--- config.mk ---
export PLATFORM = sky130hd
export DESIGN_NAME = if_fetch_unit
export DESIGN_NICKNAME = d
export VERILOG_FILES = /design/src/rtl/if_fetch_unit.sv
export SDC_FILE = /design/constraint.sdc
export NUM_CORES = 1
export LEC_CHECK = 0
export CAP_MARGIN = 10
export CORE_UTILIZATION = 55
export CTS_BUF_LIST = sky130_fd_sc_hd__clkbuf_2 sky130_fd_sc_hd__clkbuf_4 sky130_fd_sc_hd__clkbuf_8
export CTS_CLUSTER_SIZE = 10
export DETAILED_ROUTE_END_ITERATION = 10
export GPL_ROUTABILITY_DRIVEN = 0
export PLACE_DENSITY = 0.9
export SLEW_MARGIN = 20
export SYNTH_ARGS = -nofsm -noshare
export SYNTH_HDL_FRONTEND = slang
export SYNTH_SLANG_ARGS = --single-unit
--- constraint.sdc ---
create_clock -name clk -period 11.37 [get_ports clk]
set_clock_uncertainty 0.2 [all_clocks]
set_input_delay 2.274 -clock clk [delete_from_list [all_inputs] [get_ports clk]]
set_output_delay 2.274 -clock clk [all_outputs]
set_load 0.1 [all_outputs]
--- src/rtl/if_fetch_unit.sv ---
// Instruction-fetch stage: owns the PC, issues one word fetch at a time to
// instruction memory and buffers {pc, instr} pairs in a small queue toward decode.
// A redirect flushes the queue and squashes any fetch still in flight.
module if_fetch_unit #(
    parameter int unsigned           ADDR_WIDTH = 32,
    parameter int unsigned           DATA_WIDTH = 32,
    parameter int unsigned           FQ_DEPTH   = 2,
    parameter logic [ADDR_WIDTH-1:0] RESET_ADDR = '0
) (
    input  logic                  clk,
    input  logic                  rst_n,
    input  logic                  redirect_valid,
    input  logic [ADDR_WIDTH-1:0] redirect_pc,
    output logic                  imem_req,
    output logic [ADDR_WIDTH-1:0] imem_addr,
    input  logic                  imem_gnt,
    input  logic                  imem_rvalid,
    input  logic [DATA_WIDTH-1:0] imem_rdata,
    output logic                  if_valid,
    input  logic                  if_ready,
    output logic [ADDR_WIDTH-1:0] if_pc,
    output logic [DATA_WIDTH-1:0] if_instr
);

    localparam int unsigned PTR_W = (FQ_DEPTH > 1) ? $clog2(FQ_DEPTH) : 1;
    localparam int unsigned CNT_W = $clog2(FQ_DEPTH) + 1;
    localparam logic [CNT_W-1:0] DEPTH_CNT = CNT_W'(FQ_DEPTH);

    typedef enum logic [1:0] {
        StIdle,
        StWait,
        StDiscard
    } state_e;

    state_e                  state_q, state_d;
    logic [ADDR_WIDTH-1:0]   pc_q, pc_d;
    logic [ADDR_WIDTH-1:0]   inflight_pc_q;
    logic [CNT_W-1:0]        count_q, count_d;
    logic [PTR_W-1:0]        wr_ptr_q, rd_ptr_q;
    logic [ADDR_WIDTH-1:0]   fq_pc_q    [FQ_DEPTH];
    logic [DATA_WIDTH-1:0]   fq_instr_q [FQ_DEPTH];

    logic grant;
    logic push;
    logic pop;

    // Handshake decode; redirect cancels request, push and pop in the same cycle.
    // Gating with rst_n keeps outputs quiet even before the first reset edge.
    always_comb begin
        imem_req  = rst_n && (state_q == StIdle) && (count_q < DEPTH_CNT) && !redirect_valid;
        imem_addr = imem_req ? pc_q : '0;
        grant     = imem_req && imem_gnt;
        push      = (state_q == StWait) && imem_rvalid && !redirect_valid;
        if_valid  = rst_n && (count_q != '0);
        pop       = if_valid && if_ready && !redirect_valid;
        if_pc     = if_valid ? fq_pc_q[rd_ptr_q]    : '0;
        if_instr  = if_valid ? fq_instr_q[rd_ptr_q] : '0;
    end

    // Fetch FSM next state: a response always closes the outstanding fetch,
    // a redirect without one turns WAIT into DISCARD.
    always_comb begin
        state_d = state_q;
        case (state_q)
            StIdle: begin
                if (grant) state_d = StWait;
            end
            StWait: begin
                if (imem_rvalid)         state_d = StIdle;
                else if (redirect_valid) state_d = StDiscard;
            end
            StDiscard: begin
                if (imem_rvalid) state_d = StIdle;
            end
            default: state_d = StIdle;
        endcase
    end

    // Next PC and queue occupancy.
    always_comb begin
        pc_d    = pc_q;
        count_d = count_q;
        if (redirect_valid) begin
            pc_d    = {redirect_pc[ADDR_WIDTH-1:2], 2'b00};
            count_d = '0;
        end else begin
            if (grant) pc_d = pc_q + ADDR_WIDTH'(4);
            case ({push, pop})
                2'b10:   count_d = count_q + CNT_W'(1);
                2'b01:   count_d = count_q - CNT_W'(1);
                default: count_d = count_q;
            endcase
        end
    end

    // Control state with synchronous reset.
    always_ff @(posedge clk) begin
        if (!rst_n) begin
            state_q       <= StIdle;
            pc_q          <= RESET_ADDR;
            inflight_pc_q <= '0;
            count_q       <= '0;
            wr_ptr_q      <= '0;
            rd_ptr_q      <= '0;
        end else begin
            state_q <= state_d;
            pc_q    <= pc_d;
            count_q <= count_d;
            if (grant) inflight_pc_q <= pc_q;
            if (redirect_valid) begin
                wr_ptr_q <= '0;
                rd_ptr_q <= '0;
            end else begin
                if (push) wr_ptr_q <= wr_ptr_q + PTR_W'(1);
                if (pop)  rd_ptr_q <= rd_ptr_q + PTR_W'(1);
            end
        end
    end

    // Queue storage; contents are only observed through count, so no reset.
    always_ff @(posedge clk) begin
        if (push) begin
            fq_pc_q[wr_ptr_q]    <= inflight_pc_q;
            fq_instr_q[wr_ptr_q] <= imem_rdata;
        end
    end

endmodule

Yosys cells after proc, flatten, opt, wreduce, memory -nomap -nowiden
Memories as Yosys holds them, arrays and structs flattened. A register that Yosys moved wholly into a read port is not among the register bits.
Cells that the tools add are included.
- add/subtract/negate cells: 5
- $mul: 0
- divide/modulo/power cells: 0
- $lt $le $gt $ge: 1
- equality and inequality tests: 7
- shifts and indexed selects: 0
- muxes and demuxes: 17
- bitwise logic cells: 1
- reductions and logical operators: 16
- operators by type and width (kind ; count):
    $mux 32 ; 5
    $add 32x3->32 const B ; 1
    $logic_and 1x1->1 ; 9
    $mux 2 ; 4
    $mux 1 ; 6
    $pmux 2 s3 ; 1
    $reduce_bool 2->1 ; 3
    $eq 2x1->1 const B ; 2
    $eq 2x2->1 const B ; 2
    $ne 2x2->1 const B ; 2
    $pmux 2 s2 ; 1
    $ne 3x3->1 const B ; 1
    $reduce_and 3->1 ; 1
    $add 1x1->1 const B ; 2
    $add 2x1->2 const B ; 1
    $logic_not 2->1 ; 1
    $lt 2x2->1 const B ; 1
    $reduce_or 2->1 ; 1
    $sub 2x1->2 const B ; 1
    $logic_not 1->1 ; 1
    $not 1->1 ; 1
- register bits: 70
- bits in latches: 0
- memory bits (writable): 128
- ROM bits: 0
- logic and storage cells: 56
- memories kept: 2
- memories (name ; words ; width ; rd ports ; clocked after Yosys merged registers in ; wr ports ; RTL line ; text):
    fq_instr_q ; 2 ; 32 ; 1 ; 1 ; 1 ; 41 ; logic [DATA_WIDTH-1:0] fq_instr_q [FQ_DEPTH];
    fq_pc_q ; 2 ; 32 ; 1 ; 1 ; 1 ; 40 ; logic [ADDR_WIDTH-1:0] fq_pc_q [FQ_DEPTH];

Depth between registers and ports, before layout
Gate-level depths: netlist of the first run.
- depth after elaboration: 7
- gate-level depth with buffers: 9

Worst setup path after synthesis of the first run
OpenSTA, ideal clock, no wires.
- path kind: input to output
- start: input redirect_valid
- end: output imem_addr[22]
- arrival time: 4.940 ns
- data required time: 8.896 ns
- slack: 3.956 ns
- stages on the path: 6
- buffers on the path: 3
- cell sequence: clkbuf_1 -> nand2b_1 -> clkbuf_1 -> nor4_1 -> clkbuf_1 -> and2_1
- word-level cells in the longest chain between the ends: 3
- RTL lines (item ; RTL line ; text):
    start, declared ; 12 ; input logic redirect_valid,
    $logic_not 1->1 ; 50 ; imem_req = rst_n && (state_q == StIdle) && (count_q < DEPTH_CNT) && !redirect_valid;
    $logic_and 1x1->1 ; 50 ;
    named net imem_req ; 14 ; output logic imem_req,
    $mux 32 ; 51 ; imem_addr = imem_req ? pc_q : '0;
    end, declared ; 15 ; output logic [ADDR_WIDTH-1:0] imem_addr,
The timed path passes the listed nets, and every way through them passes these cells.

Final worst setup path of the first run
- start: input redirect_valid
- end: output imem_addr[18]
- word-level cells in the longest chain between the ends: 3
- RTL lines (item ; RTL line):
    $logic_not 1->1 ; 50
    $logic_and 1x1->1 ; 50
    $mux 32 ; 51
Every way passes these cells.

==> results of run 1 <==
==> stage by stage <==
stage | instances | hold WS [ns]
after floorplan | 707 | 0.225
after global placement | 1011 | 0.230
after detailed placement | 1011 | 0.238
after CTS | 1043 | 0.259
after global routing | 1044 | 0.269
final | 1044 | 0.257
==> logic make-up after synthesis <==
| logic type | after synthesis | share of synthesized area, % |
|---|---|---|
| simple gates | 268 | 16.1 |
| buf+inv | 55 | 2.98 |
| flops | 191 | 62.3 |
| compound gates | 99 | 7.77 |
| xor+xnor | 23 | 2.48 |
| mux | 65 | 8.01 |
| fa+ha+maj | 2 | 0.308 |
| other cells | 1 | 0.0461 |
==> cells in the mapped netlist, drive strengths merged <==
master,number
edfxtp,124
nand2,99
nor2,71
dfxtp,67
mux2i,64
and2,38
o21ai,34
a21boi,32
clkbuf,32
buf,17
a21oi,16
xnor2,13
and3,11
nand3,10
nand4,10
xor2,10
nor3,7
nor4,7
inv,6
o21a,5
and4,3
nor2b,3
or3,3
a22o,2
ha,2
o211a,2
o31ai,2
or4,2
a311oi,1
a31o,1
conb,1
mux2,1
nand2b,1
nor3b,1
nor4b,1
o2111ai,1
o211ai,1
o2bb2ai,1
o311ai,1
or4b,1
==> state kept, by name, summed over array words and instances (netlist names), named ones only <==
register / count
fq_instr_q: 64
inflight_pc_q: 30
wr_ptr_q: 1
count_q: 2
rd_ptr_q: 1
state_q: 2
pc_q: 30
fq_pc_q: 60
==> metal layers <==
layer  vias up  share of wire, %  GRT usage [%]
li1       2765                 -              -
met1      2671                42           29.0
met2       197                49           38.5
met3        34               6.7           5.13
met4         0               2.3           9.56
met5         -                 0              0
==> final timing paths <==
| path | start | to | slack (ns) | cells after the start |
|---|---|---|---|---|
| setup reg to reg | count_q[1] | pc_q[12] | 8.40 | 6 |
| hold reg to reg | inflight_pc_q[16] | fq_pc_q[0][16] | 0.26 | 0 |
| hold / removal | inflight_pc_q[16] | fq_pc_q[0][16] | 0.26 | 0 |
| setup / recovery | redirect_valid | imem_addr[18] | 2.88 | 7 |
==> layout make-up <==
| cell class | count | area share, % |
|---|---|---|
| Inverter | 6 | 0.219 |
| Sequential cell | 191 | 49.3 |
| Timing Repair Buffer | 170 | 16.5 |
| Multi-Input combinational cell | 461 | 27.9 |
| Tap cell | 184 | 2.24 |
| Clock inverter | 14 | 1.58 |
| Clock buffer | 18 | 2.35 |
==> worst max-delay path, cell delays in order <==
cell and delay [ns]:
clkdlybuf4s50_1 0.40, buf_4 0.24, nand2b_1 0.47, nor4_2 0.92
buf_4 0.38, and2_1 0.15, clkdlybuf4s50_1 1.16
==> power breakdown <==
part	total [mW]	switching, mW	internal (mW)	leakage, nW
logic	0.107	0.0645	0.0425	1.45
clock network	0.453	0.233	0.220	0.207
registers	0.762	0.0160	0.746	1.72
total	1.32	0.314	1.01	3.37
==> impl_metrics.toml, run 1 <==
[status]
status = "complete, no violations"

[setup_path]
crit_arrival_ns = 6.02
critPathLaunchType = "primary input"
crit_path_max_fanout = 34
endpoint_kind = "output port"
path_class = "in2out"
required_ns = 8.90

[power_and_ir_drop]
power_mw = 1.32
powerDensity_nw_per_um2 = 128
ir_worst_vdd_uv = 65.8
p_leak_nw = 3.37

[placement]
pre_cts_ws_ns = 2.89
post_dp_cell_area_sq_um = 9850
dp_hpwl_mm = 11.1
port-buffer-count = 161

[sta]
rsz0062_at_grt = "no"
maxSlewViolCount = 0
timing.final.hold_violations = 0
max_slew.worst_pin.slew_ns = 1.05
fin_crit_ns = 8.49
post-route-period-util_pct = 74.7
fmax_ghz = 0.118
finalSetupViolations = 0
slew_headroom_pct = 29.6
fin_tns_setup_ns = 0
fin_ws_ns = 2.88

[clocking]
clock-root-buffer = "clkbuf_8"
clkSinkCount = 191
htree_levels = 4
clk_pin_slew_ns = 0.09
cts_buffers = 17
max-clock-path-buffers = 2
clkLatencyLatePin_ns = 0.47
cts_tree = "built"
postCtsSetupRepairBufs = 0
hold_buffers = 0
cts_resized = 0

[global_route]
antenna_found_initial = 0
grt_pass1_wl_mm = 26.2
grt_overflow_total = 0
grt_pass1_vias = 5224
grt_max_degree = 66
grt_usage_pct = 23.1

[drt]
drtPass1Iterations = 4
ant_nets = 0
vias = 5667
dr.first_iter.drc_count = 382
drc = 0
vias_per_cell = 5.43
wl_mm = 16.9
wl_per_cell_um = 16.2

[cells_and_area]
layout.area.seq_sq_um = 5070
layout-drive-gt1-share_pct = 6.86
area_growth_pct = 26.4
final_cell_area_sq_um = 10300
layout_common_cells = "160 x clkdlybuf4s50_1, 124 x edfxtp_1, 97 x nand2_1"
nets = 919
final_common_cell = "clkdlybuf4s50_1"
nFillCells = 1027
post-route-util_pct = 71.0
antenna_cells = 0
multi_input_area_sq_um = 2870

[synthesis]
synthesis.area_sq_um = 8140
synth_area_leader_cell = "edfxtp_1"
synth_top_area_share_pct = 45.8
synth_area_leaders = "edfxtp_1 46%, dfxtp_1 16%, mux2i_1 7.9%"
synth_cell_type_count = 53
seq_area_frac_synth_pct = 62.3
ys_ff_latch = 191
syn_inst = 704
yosys_warnings = 0
postSynthAreaPerCell_sq_um = 11.6

[worst_hold_path]
hp-class = "reg2reg"

[floorplanning]
die_w_um = 124
core-area_sq_um = 14500
die_area_sq_um = 15300
placementRows = 44
start_util_pct = 56.2
die_height_um = 124
io_pins = 168

[run]
cap_viol_max_count = 0
No activity file was read; power rests on OpenSTA's default activity.
==> run 2, diff against run 1 <==
CORE_UTILIZATION = 48   (was 55)
PLACE_DENSITY = 0.84   (was 0.9)
clock period = 6.95 ns   (was 11.37 ns; I/O delays follow)
==> run 2 against run 1 <==
Effect of this change:
- wire length rose by 4.5%
- global-route usage fell by 2.3 points
- critical endpoint is now if_pc[28]
- flip-flop and latch count did not move
- die area rose by 14%
- hold slack got worse by 0.013 ns
==> impl_metrics.toml, run 2 (synthesis results as in run 1) <==
[drt]
wl_per_cell_um = 16.3
wl_mm = 17.7
drc = 0
vias = 5704
vias_per_cell = 5.27
dr.first_iter.drc_count = 398
drtPass1Iterations = 5
ant_nets = 0

[setup_path]
slowest_delay_ns = 1.15
r2r_start = "count_q[1]"
cpMaxStageDelayCell = "clkdlybuf4s50_1"
required_ns = 5.36
endpoint_kind = "output port"
crit_arrival_ns = 4.01
worstPathCellList = "buf_2 > o21ai_4 > buf_4 > nor2_1 > clkdlybuf4s50_1"
crit_path_max_fanout = 49
path_class = "in2out"
critPathLaunchType = "primary input"
critPathLaunch = "rst_n"

[cells_and_area]
post-route-util_pct = 62.0
final_cell_area_sq_um = 10300
final_common_cell = "edfxtp_1"
largest_register_ffs = 64
area_growth_pct = 26.4
multi_input_area_sq_um = 2870
layout_common_cells = "124 x edfxtp_1, 120 x clkdlybuf4s50_1, 97 x nand2_1"
nets = 921
nFillCells = 1293
reg_top3 = "fq_instr_q (64), fq_pc_q (60)"
layout-drive-gt1-share_pct = 11.6
layout.area.seq_sq_um = 5070
largest_register = "fq_instr_q"
antenna_cells = 0

[placement]
port-buffer-count = 161
dp_hpwl_mm = 11.7
post_dp_cell_area_sq_um = 9830

[clocking]
clk_pin_slew_ns = 0.09
hold_buffers = 0
clock-root-buffer = "clkbuf_8"
clkSinkCount = 191
max-clock-path-buffers = 2
cts_buffers = 17
cts_tree = "built"
clkLatencyLatePin_ns = 0.45
postCtsSetupRepairBufs = 0
htree_levels = 4
cts_resized = 0

[floorplanning]
io_pins = 168
placementRows = 47
die_w_um = 132
core-area_sq_um = 16600
die_height_um = 132
die_area_sq_um = 17500
start_util_pct = 49.1

[power_and_ir_drop]
powerDensity_nw_per_um2 = 215
ir_worst_vdd_uv = 115
p_leak_nw = 3.48

[sta]
fin_crit_ns = 5.60
fin_tns_setup_ns = 0
rsz0062_at_grt = "no"
maxSlewViolCount = 0
fmax_ghz = 0.179
max_slew.worst_pin.slew_ns = 1.02
post-route-period-util_pct = 80.5
slew_headroom_pct = 32.2
finalSetupViolations = 0
timing.final.hold_violations = 0

[run]
cap_viol_max_count = 0

[global_route]
grt_pass1_wl_mm = 27.9
grt_overflow_total = 0
grt_usage_pct = 20.8
grt_max_degree = 63
grt_pass1_vias = 5430
antenna_found_initial = 0

[status]
status = "complete, no violations"

[worst_hold_path]
hp-class = "reg2reg"
hold_path_startpoint = "inflight_pc_q[19]"
-- run 2: routing by layer --
metal	global-route usage, %	routed length, um	share of wire, %
met1	26.1	7640	43
met2	34.5	8720	49
met3	5.11	1020	5.8
met4	8.30	278	1.6
met5	0	0	0
-- run 2: worst paths after layout --
path               endpoint  slack [ns]  cells after the start
max reg2reg        pc_q[12]        3.92                      6
min          fq_pc_q[0][19]        0.24                      0
max               if_pc[28]        1.35                      5
min reg2reg  fq_pc_q[0][19]        0.24                      0
-- run 2: cell type report --
class | count | share of cell area [%]
sequential | 191 | 49.3
clock buffer | 25 | 2.92
timing repair buffer | 172 | 15.7
inverter | 6 | 0.219
multi-input combinational | 461 | 27.9
clock inverter | 7 | 1.35
tap | 220 | 2.68
-- run 2: critical path, delay by kind of cell --
family,cells,cell delay [ns]
AO/OA/AOI/OAI,1,0.30
buffers and inverters,3,2.09
AND/OR/NAND/NOR,1,0.18
-- run 2: report_power, final --
group / switching (mW) / internal, mW / total [mW] / leakage [nW]
Combinational: 0.107 / 0.0684 / 0.176 / 1.54
Sequential: 0.0245 / 1.22 / 1.24 / 1.72
Clock: 0.357 / 0.430 / 0.787 / 0.228
-- run 2: stage by stage --
stage	hold slack [ns]	total power [mW]	cells	setup WS, ns
after floorplan	0.225	1.37	707	1.30
after global placement	0.231	1.44	1048	1.43
after detailed placement	0.237	1.45	1049	1.36
after CTS	0.246	2.22	1081	1.36
after global routing	0.273	2.28	1082	1.18
final	0.244	2.21	1082	1.35
==> run 3, diff against run 2 <==
clock period = 5.05 ns   (was 6.95 ns; I/O delays follow)
==> run 3 against run 2 <==
Effect of this change:
- wire length shrank 0.91%
- largest cell class unchanged
- design area grew 2.4%
- highest routed layer unchanged
- largest power group unchanged
- utilization grew 1.5 points
- critical path type unchanged
==> impl_metrics.toml, run 3 (synthesis results as in run 1) <==
[drt]
wl_mm = 17.5
ant_nets = 0
vias_per_cell = 5.12
drc = 0
drtPass1Iterations = 4
dr.first_iter.drc_count = 416
wl_per_cell_um = 16.1
vias = 5545

[sta]
max_slew.worst_pin.slew_ns = 0.882
rsz0062_at_grt = "no"
fin_tns_setup_ns = 0
slew_headroom_pct = 41.2
finalSetupViolations = 0
post-route-period-util_pct = 76.1
maxSlewViolCount = 0
hold_ws_ns = 0.253
fin_crit_ns = 3.84
timing.final.hold_violations = 0
fmax_ghz = 0.260

[worst_hold_path]
hp-class = "reg2reg"
hold_depth = 0
hold_path_startpoint = "inflight_pc_q[20]"
min_to = "fq_pc_q[0][20]"

[setup_path]
critPathLaunchType = "primary input"
r2r_end = "pc_q[10]"
r2r_slack_ns = 2.31
r2r_start = "count_q[1]"
r2r_cells = 6
endpoint_kind = "output port"
path_class = "in2out"
crit_path_max_fanout = 15
crit_arrival_ns = 2.63
required_ns = 3.84

[cells_and_area]
largest_register_ffs = 64
largest_register = "fq_instr_q"
layout.area.seq_sq_um = 5070
antenna_cells = 0
layout_common_cells = "124 x edfxtp_1, 97 x nand2_1, 74 x buf_4"
layout-drive-gt1-share_pct = 17.9
final_cell_area_sq_um = 10500
multi_input_area_sq_um = 2870
final_common_cell = "edfxtp_1"
post-route-util_pct = 63.5
nFillCells = 1254
reg_top3 = "fq_instr_q (64), fq_pc_q (60)"
nets = 923
area_growth_pct = 29.5

[global_route]
grt_overflow_total = 0
antenna_found_initial = 0
grt_usage_pct = 20.5
grt_pass1_wl_mm = 27.6
grt_max_degree = 64
grt_pass1_vias = 5387

[clocking]
cts_resized = 0
clock-root-buffer = "clkbuf_8"
clk_pin_slew_ns = 0.09
max-clock-path-buffers = 2
htree_levels = 4
postCtsSetupRepairBufs = 0
cts_buffers = 17
cts_tree = "built"
hold_buffers = 0
clkSinkCount = 191
clkLatencyLatePin_ns = 0.46

[run]
cap_viol_max_count = 0

[floorplanning]
placementRows = 47
start_util_pct = 49.1
core-area_sq_um = 16600
die_w_um = 132
io_pins = 168
die_area_sq_um = 17500
die_height_um = 132

[power_and_ir_drop]
power_mw = 3.01
p_leak_nw = 3.67
powerDensity_nw_per_um2 = 285
ir_worst_vdd_uv = 169

[placement]
post_dp_cell_area_sq_um = 10100
dp_hpwl_mm = 11.4
port-buffer-count = 161

[status]
status = "complete, no violations"
## run 3: cell count changes in the layout (fill, tap and decap cells not counted), sizes merged
cell | before | now
inv | 7 | 9
clkdlybuf4s50 | 120 | 66
clkinv | 2 | 6
bufinv | 4 | 3
buf | 52 | 108
clkinvlp | 0 | 3
clkbuf | 25 | 17
## run 3: metrics by stage
stage / worst slack (ns) / std cells
3_5_place_dp: 1.21 / 1052
2_1_floorplan: 0.164 / 707
4_1_cts: 1.21 / 1084
6_report: 1.21 / 1084
3_3_place_gp: 1.24 / 1052
5_1_grt: 1.10 / 1084
## run 3: worst max-delay path by stage
stage / start / end / slack [ns] / depth (start not counted)
2_1_floorplan: redirect_valid / imem_addr[22] / 0.16 / 6
3_3_place_gp: redirect_valid / imem_addr[16] / 1.24 / 7
3_5_place_dp: redirect_valid / imem_addr[27] / 1.21 / 7
4_1_cts: redirect_valid / imem_addr[27] / 1.21 / 7
5_1_grt: redirect_valid / imem_addr[18] / 1.10 / 7
6_report: redirect_valid / imem_addr[24] / 1.21 / 7
## run 3: metal layers
metal  track usage, %  vias to the layer above  wire length, um
met2             34.7                      176             8760
li1                 -                     2770                -
met5                0                        -                0
met1             25.8                     2585             7540
met4             7.98                        0              218
met3             4.19                       14              982
## run 3: layout make-up
cell class | count | share of cell area, %
Clock buffer | 17 | 2.22
Clock inverter | 15 | 1.77
Inverter | 6 | 0.214
Multi-Input combinational cell | 461 | 27.2
Sequential cell | 191 | 48.1
Tap cell | 220 | 2.61
Timing Repair Buffer | 174 | 17.9
## run 3: power by group
group          internal (mW)  total, mW  switching [mW]
sequential              1.68       1.71          0.0348
clock                  0.496       1.03           0.536
combinational          0.111      0.260           0.149
total                   2.29       3.01           0.720
## run 3: critical path, stage by stage
cell and delay, ns:
clkdlybuf4s50_1 0.41, nand2b_1 0.14, buf_4 0.19, nor4_2 0.21, buf_4 0.27, and2_1 0.20, buf_12 0.18
